File: src/rtl/mrd_stage_sched_if.sv
// Handshake bundle between the mixed-radix DFT stage sequencer and its surroundings.
// The master side is the sequencer. The slave side is the sink/memory/source environment.
interface mrd_stage_sched_if #(
  parameter int STG_W = 3
) ();
  logic             sink_sop;
  logic             sink_eop;
  logic [STG_W-1:0] num_factors;
  logic             source_ongoing;
  logic             rd_done;
  logic             wr_done;
  logic [2:0]       fsm;
  logic [STG_W-1:0] current_stage;
  logic             sink_ready;
  logic             rd_start;
  logic             wr_start;
  logic             source_start;
  logic             busy;
  logic             err_sop;
  logic             err_timeout;

  modport master (
    input  sink_sop, sink_eop, num_factors, source_ongoing, rd_done, wr_done,
    output fsm, current_stage, sink_ready, rd_start, wr_start, source_start,
           busy, err_sop, err_timeout
  );

  modport slave (
    output sink_sop, sink_eop, num_factors, source_ongoing, rd_done, wr_done,
    input  fsm, current_stage, sink_ready, rd_start, wr_start, source_start,
           busy, err_sop, err_timeout
  );
endinterface

File: src/rtl/mrd_stage_sched.sv
// Stage sequencer for the single-RAM mixed-radix DFT engine.
// Flow: sink -> parameter settle -> (read, write) per factor -> source. All outputs are registered.
module mrd_stage_sched #(
  parameter int PARAM_WAIT = 8,
  parameter int TIMEOUT    = 4096,
  parameter int STG_W      = 3
) (
  input  logic               clk,
  input  logic               rst,
  mrd_stage_sched_if.master  bus
);

  localparam int WAIT_W = $clog2(PARAM_WAIT + 1);
  localparam int WD_W   = (TIMEOUT > 1) ? $clog2(TIMEOUT) : 1;

  typedef enum logic [2:0] {
    S_IDLE  = 3'd0,
    S_SINK  = 3'd1,
    S_PARAM = 3'd2,
    S_RD    = 3'd3,
    S_WR    = 3'd4,
    S_SRC   = 3'd5
  } state_t;

  state_t            fsm_q, fsm_d;
  logic [STG_W-1:0]  stage_q, stage_d;
  logic [STG_W-1:0]  nf_q, nf_d;
  logic [WAIT_W-1:0] wait_q, wait_d;
  logic [WD_W-1:0]   wd_q, wd_d;
  logic              sink_ready_q, sink_ready_d;
  logic              rd_start_q, rd_start_d;
  logic              wr_start_q, wr_start_d;
  logic              src_start_q, src_start_d;
  logic              busy_q, busy_d;
  logic              err_sop_q, err_sop_d;
  logic              err_to_q, err_to_d;

  always_comb begin
    fsm_d     = fsm_q;
    stage_d   = stage_q;
    nf_d      = nf_q;
    wait_d    = wait_q;
    wd_d      = wd_q;
    err_sop_d = 1'b0;

    case (fsm_q)
      S_IDLE: begin
        if (bus.sink_sop) begin
          if (bus.sink_eop) begin
            nf_d   = bus.num_factors;
            wait_d = '0;
            fsm_d  = S_PARAM;
          end else begin
            fsm_d  = S_SINK;
          end
        end else if (bus.sink_eop) begin
          err_sop_d = 1'b1;
        end
      end
      S_SINK: begin
        err_sop_d = bus.sink_sop;
        if (bus.sink_eop) begin
          nf_d   = bus.num_factors;
          wait_d = '0;
          fsm_d  = S_PARAM;
        end
      end
      S_PARAM: begin
        err_sop_d = bus.sink_sop | bus.sink_eop;
        if (wait_q != WAIT_W'(PARAM_WAIT)) wait_d = wait_q + WAIT_W'(1);
        // Parameter pipeline must settle and the previous frame must have left the RAM.
        if ((wait_q >= WAIT_W'(PARAM_WAIT - 1)) && !bus.source_ongoing) begin
          if (nf_q == '0) begin
            fsm_d = S_SRC;
          end else begin
            stage_d = '0;
            fsm_d   = S_RD;
          end
        end
      end
      S_RD: begin
        err_sop_d = bus.sink_sop | bus.sink_eop;
        if (err_to_q) begin
          stage_d = '0;
          fsm_d   = S_IDLE;
        end else if (bus.rd_done) begin
          fsm_d = S_WR;
        end
      end
      S_WR: begin
        err_sop_d = bus.sink_sop | bus.sink_eop;
        if (err_to_q) begin
          stage_d = '0;
          fsm_d   = S_IDLE;
        end else if (bus.wr_done) begin
          if (stage_q == nf_q - STG_W'(1)) begin
            fsm_d = S_SRC;
          end else begin
            stage_d = stage_q + STG_W'(1);
            fsm_d   = S_RD;
          end
        end
      end
      S_SRC: begin
        err_sop_d = bus.sink_sop | bus.sink_eop;
        fsm_d     = S_IDLE;
      end
      default: fsm_d = S_IDLE;
    endcase

    // Watchdog restarts on every RD/WR entry. The abort flag is raised one cycle ahead so it is
    // visible on the last phase cycle before the return to IDLE.
    if ((fsm_d == S_RD) || (fsm_d == S_WR)) begin
      if (fsm_d != fsm_q)     wd_d = '0;
      else if (TIMEOUT != 0)  wd_d = wd_q + WD_W'(1);
    end
    err_to_d = (TIMEOUT != 0) && ((fsm_d == S_RD) || (fsm_d == S_WR)) &&
               (wd_d == WD_W'(TIMEOUT - 1));

    rd_start_d   = (fsm_d == S_RD) && (fsm_q != S_RD);
    wr_start_d   = (fsm_d == S_WR) && (fsm_q != S_WR);
    src_start_d  = (fsm_d == S_SRC);
    sink_ready_d = (fsm_d == S_IDLE) || (fsm_d == S_SINK);
    busy_d       = (fsm_d != S_IDLE);
  end

  always_ff @(posedge clk or posedge rst) begin
    if (rst) begin
      fsm_q        <= S_IDLE;
      stage_q      <= '0;
      nf_q         <= '0;
      wait_q       <= '0;
      wd_q         <= '0;
      sink_ready_q <= 1'b1;
      rd_start_q   <= 1'b0;
      wr_start_q   <= 1'b0;
      src_start_q  <= 1'b0;
      busy_q       <= 1'b0;
      err_sop_q    <= 1'b0;
      err_to_q     <= 1'b0;
    end else begin
      fsm_q        <= fsm_d;
      stage_q      <= stage_d;
      nf_q         <= nf_d;
      wait_q       <= wait_d;
      wd_q         <= wd_d;
      sink_ready_q <= sink_ready_d;
      rd_start_q   <= rd_start_d;
      wr_start_q   <= wr_start_d;
      src_start_q  <= src_start_d;
      busy_q       <= busy_d;
      err_sop_q    <= err_sop_d;
      err_to_q     <= err_to_d;
    end
  end

  assign bus.fsm           = fsm_q;
  assign bus.current_stage = stage_q;
  assign bus.sink_ready    = sink_ready_q;
  assign bus.rd_start      = rd_start_q;
  assign bus.wr_start      = wr_start_q;
  assign bus.source_start  = src_start_q;
  assign bus.busy          = busy_q;
  assign bus.err_sop       = err_sop_q;
  assign bus.err_timeout   = err_to_q;

endmodule

File: src/flat_wrapper.sv
// flat-port wrapper written by rule: the top's interface ports become plain ports
module mrd_stage_sched_flat 
#(
  parameter int PARAM_WAIT = 8,
  parameter int TIMEOUT    = 4096,
  parameter int STG_W      = 3
)
  (clk, rst, bus_sink_sop, bus_sink_eop, bus_num_factors, bus_source_ongoing, bus_rd_done, bus_wr_done, bus_fsm, bus_current_stage, bus_sink_ready, bus_rd_start, bus_wr_start, bus_source_start, bus_busy, bus_err_sop, bus_err_timeout);
  mrd_stage_sched_if #(.STG_W(STG_W)) bus_i ();
  input  logic clk;
  input  logic rst;
  input wire logic [$bits(bus_i.sink_sop)-1:0] bus_sink_sop;
  input wire logic [$bits(bus_i.sink_eop)-1:0] bus_sink_eop;
  input wire logic [$bits(bus_i.num_factors)-1:0] bus_num_factors;
  input wire logic [$bits(bus_i.source_ongoing)-1:0] bus_source_ongoing;
  input wire logic [$bits(bus_i.rd_done)-1:0] bus_rd_done;
  input wire logic [$bits(bus_i.wr_done)-1:0] bus_wr_done;
  output wire logic [$bits(bus_i.fsm)-1:0] bus_fsm;
  output wire logic [$bits(bus_i.current_stage)-1:0] bus_current_stage;
  output wire logic [$bits(bus_i.sink_ready)-1:0] bus_sink_ready;
  output wire logic [$bits(bus_i.rd_start)-1:0] bus_rd_start;
  output wire logic [$bits(bus_i.wr_start)-1:0] bus_wr_start;
  output wire logic [$bits(bus_i.source_start)-1:0] bus_source_start;
  output wire logic [$bits(bus_i.busy)-1:0] bus_busy;
  output wire logic [$bits(bus_i.err_sop)-1:0] bus_err_sop;
  output wire logic [$bits(bus_i.err_timeout)-1:0] bus_err_timeout;
  assign bus_i.sink_sop = bus_sink_sop;
  assign bus_i.sink_eop = bus_sink_eop;
  assign bus_i.num_factors = bus_num_factors;
  assign bus_i.source_ongoing = bus_source_ongoing;
  assign bus_i.rd_done = bus_rd_done;
  assign bus_i.wr_done = bus_wr_done;
  assign bus_fsm = bus_i.fsm;
  assign bus_current_stage = bus_i.current_stage;
  assign bus_sink_ready = bus_i.sink_ready;
  assign bus_rd_start = bus_i.rd_start;
  assign bus_wr_start = bus_i.wr_start;
  assign bus_source_start = bus_i.source_start;
  assign bus_busy = bus_i.busy;
  assign bus_err_sop = bus_i.err_sop;
  assign bus_err_timeout = bus_i.err_timeout;
  mrd_stage_sched #(.PARAM_WAIT(PARAM_WAIT), .TIMEOUT(TIMEOUT), .STG_W(STG_W)) u_core (.clk(clk), .rst(rst), .bus(bus_i));
endmodule
File: config.mk
export PLATFORM = sky130hd
export DESIGN_NAME = mrd_stage_sched_flat
export DESIGN_NICKNAME = d
export VERILOG_FILES = /design/src/rtl/mrd_stage_sched_if.sv /design/src/rtl/mrd_stage_sched.sv /design/src/flat_wrapper.sv
export SDC_FILE = /design/constraint.sdc
export NUM_CORES = 1
export LEC_CHECK = 0
export ABC_AREA = 1
export CORE_MARGIN = 5
export CORE_UTILIZATION = 50
export CTS_CLUSTER_DIAMETER = 150
export CTS_CLUSTER_SIZE = 28
export DETAILED_ROUTE_END_ITERATION = 8
export GPL_TIMING_DRIVEN = 0
export PLACE_DENSITY = 0.75
export SYNTH_ARGS = -nofsm -noshare
export SYNTH_HDL_FRONTEND = slang
export SYNTH_SLANG_ARGS = --single-unit
File: constraint.sdc
create_clock -name clk -period 2 [get_ports clk]
set_input_delay 0.2 -clock clk [delete_from_list [all_inputs] [get_ports clk]]
set_output_delay 0.2 -clock clk [all_outputs]
set_load 0.01 [all_outputs]
==> flow_metrics.py <==
metrics = {
    "timing": {
        "tightest_slew_ps": 688,
        "slew_headroom_pct": 54.0,
        "whs_ps": 336,
        "final_hold_viol_count": 0,
        "clock-skew-final_ps": 11.3,
        "setup_viol": 12,
        "clock.fmax_mhz": 421,
        "finalCritPeriodShare_pct": 119,
        "fin_crit_ps": 2380,
        "fin_ws_ps": -378,
        "rsz0062_at_grt": "true",
        "slew_violations": 0,
    },
    "pwr": {
        "p_seq_share_pct": 25.9,
        "powerDensity_nw_per_um2": 1540,
        "power.switching_mw": 1.87,
        "power_mw": 4.22,
        "ir_drop_uv": 647,
        "p_int_mw": 2.35,
        "p_leak_nw": 1.34,
        "switching_share_pct": 44.3,
        "pwr-share-comb_pct": 59.3,
        "clkPwrFrac_pct": 14.8,
    },
    "floorplanning": {
        "num_rows": 23,
        "die_y_um": 73.5,
        "io_pins": 23,
        "start_util_pct": 51.1,
        "dieArea_sq_um": 5400,
        "die_w_um": 73.5,
        "core_sq_um": 3940,
    },
    "global_route": {
        "grt_pass1_wl_um": 8310,
        "grt.met1_usage_pct": 23.2,
        "grt_overflow": 0,
        "antenna_found_initial": 0,
        "grt_use_met2_pct": 34.7,
        "grt_max_degree": 33,
        "grt_pass1_vias": 1877,
        "gr-usage-all-layers_pct": 19.9,
        "use_met3_pct": 4.51,
        "grt_busiest_layer": "met2",
    },
    "clocking": {
        "clockRootBuffer": "clkbuf_8",
        "worstSkewPairLatency_ps": 290,
        "ctsLongestPathBuffers": 2,
        "clock_sinks": 32,
        "cts_tree": "built",
        "cts_buffers": 5,
        "cts_hold_buf": 0,
        "htreeDepth": 2,
        "path_clk_slew_ps": 70,
    },
    "route": {
        "detail_route.wl_per_cell_um": 14.1,
        "drc": 0,
        "vias": 1878,
        "wl_um": 4920,
        "first_pass_iters": 4,
        "antenna_left": 0,
        "drtIter0Drc": 134,
        "routed_via_density": 5.37,
    },
    "logic_synthesis": {
        "synth-seq-cells": 32,
        "seq_area_frac_synth_pct": 39.8,
        "syn_area_per_cell_sq_um": 7.87,
        "yosysTopAreaCell": "dfrtp_1",
        "synth_commonest_cells": "nand2_1, inv_1, dfrtp_1",
        "synth_flop_cell": "dfrtp_1",
        "yosysTopAreaCellShare_pct": 38.5,
        "synthArstFlopShare_pct": 100,
        "netlist_area_sq_um": 2010,
        "ys_top_cells_by_area": "dfrtp_1, nand2_1, inv_1, nand3_1, ha_1",
        "netlist_instances": 256,
        "synth_edf_count": 0,
        "synth_warnings": 0,
        "yosysMostFrequentCell": "nand2_1",
        "synth_nets": 272,
        "ys_types": 33,
    },
    "critical_path": {
        "critPathMaxFanout": 6,
        "critPathLaunchType": "flip-flop",
        "cp.required_ps": 2220,
        "worstSetupPathType": "flip-flop to flip-flop",
        "crit_arrival_ps": 2600,
        "crit_start": "u_core.wait_q[0]$_DFFE_PP0P_",
        "reg2reg_from": "u_core.wait_q[0]$_DFFE_PP0P_",
        "worstSetupEndpointType": "flip-flop",
    },
    "hold_path": {
        "hp-class": "input port to asynchronous set/reset pin",
    },
    "placed_design": {
        "place_hpwl_um": 3030,
        "routabilityCongestion": 0.850,
        "place_ws_ps": -392,
        "portBuffers": 22,
        "place_area_sq_um": 2300,
    },
    "finish": {
        "num_antenna_cells": 0,
        "fill_cells": 285,
        "final_area_sq_um": 2750,
        "layout-drive-gt1-share_pct": 30.7,
        "fin_nets": 315,
        "syn2layout_area_growth_pct": 36.3,
    },
    "status": {
        "status": "finished, violations left",
        "violations": "setup timing",
    },
    "flow_run": {
        "drv_cap": 0,
    },
}
==> registers in the layout (all words and copies together), names as in the netlist <==
name	cells
u_core.bus.busy	1
u_core.bus.current_stage	3
u_core.bus.err_sop	1
u_core.bus.err_timeout	1
u_core.bus.fsm	3
u_core.bus.rd_start	1
u_core.bus.sink_ready	1
u_core.bus.source_start	1
u_core.bus.wr_start	1
u_core.nf_q	3
u_core.wait_q	4
u_core.wd_q	12
==> layout make-up <==
| type | instances | area, sq um | area share, % |
|---|---|---|---|
| clock buffer | 6 | 72.6 | 2.64 |
| buffer | 1 | 15.0 | 0.547 |
| timing repair buffer | 35 | 363 | 13.2 |
| clock inverter | 2 | 35.0 | 1.28 |
| multi-input combinational | 169 | 1190 | 43.3 |
| sequential | 32 | 803 | 29.2 |
| inverter | 55 | 206 | 7.52 |
| tap | 50 | 62.6 | 2.28 |
==> power by group through the flow <==
stage	Clock, mW	Combinational, mW	Sequential, mW
after floorplan	0	1.34	1.09
after global placement	0	1.76	1.08
after detailed placement	0	1.79	1.09
after CTS	0.630	2.25	1.08
after global routing	0.655	2.75	1.13
final	0.624	2.50	1.09
==> kinds of logic (layout without fill, tap and decap cells) <==
group,Yosys count,after routing,synth area share [%]
xor+xnor,4,4,1.74
fa+ha+maj,6,6,3.73
compound gates,35,35,11.7
flops,32,32,39.8
buf+inv,56,99,11.0
simple gates,123,124,32.0
==> cell usage in the layout, fill, tap and decap left out, drive strengths merged <==
cell,n
clkbuf,6
xor2,3
dfstp,1
o21a,2
ha,6
a211oi,1
nand4,10
o21ai,16
nand2,64
xnor2,1
a31oi,1
bufbuf,1
clkinv,1
nor4,1
nand3,22
clkdlybuf4s50,22
inv,55
bufinv,1
o21bai,1
a21oi,10
nor3,5
o211ai,1
a22oi,3
buf,13
nor2,22
dfrtp,31
==> worst max-delay path: stages, from the launching register on <==
cell and delay (ps):
dfrtp_1 370, ha_2 210, nand2_2 70, a21oi_4 200, nand3_2 130, a21oi_4 260
nand2_8 100, nor2_4 110, nand2_4 110, nand2_8 100, buf_8 120, nand2_2 50
nor2_2 110, nand3_1 100, nor3_2 110, nand3_1 90, nor2_1 90
==> layer usage <==
| metal | part of all wire [%] | vias up |
|---|---|---|
| met3 | 6.4 | 15 |
| met1 | 41 | 888 |
| met5 | 0 | - |
| met4 | 3.1 | 0 |
| li1 | - | 902 |
| met2 | 49 | 73 |
==> path summary, 6_finish.rpt <==
check | to | slack (ps) | cells past startpoint
max in group asynchronous | u_core.bus.fsm[2]$_DFF_PP0_ | 1180 | 2
worst max-delay path | u_core.bus.err_timeout$_DFF_PP0_ | -380 | 16
worst min-delay path | u_core.wd_q[7]$_DFF_PP0_ | 340 | 2
min in group clk | u_core.nf_q[2]$_DFFE_PP0P_ | 470 | 3
worst max register to register | u_core.bus.err_timeout$_DFF_PP0_ | -380 | 16
worst min register to register | u_core.wait_q[2]$_DFFE_PP0P_ | 500 | 1
==> timing repair <==
action | 4_1_cts | 5_1_grt
setup endpoints to repair | 12 | 14
gates resized for setup | 25 | 21
pin swaps | 13 | 9
cloned | 2 | 0
buffers inserted | 8 | 4
==> per-stage QoR <==
step	setup TNS (ps)	utilization, %	cells
final	-1880	69.7	350
after global placement	-1440	58.3	328
after detailed placement	-1530	58.3	328
after CTS	-1160	67.0	346
after global routing	-3760	69.7	350
after floorplan	-104	-	256
(Power assumes the default switching activity.)
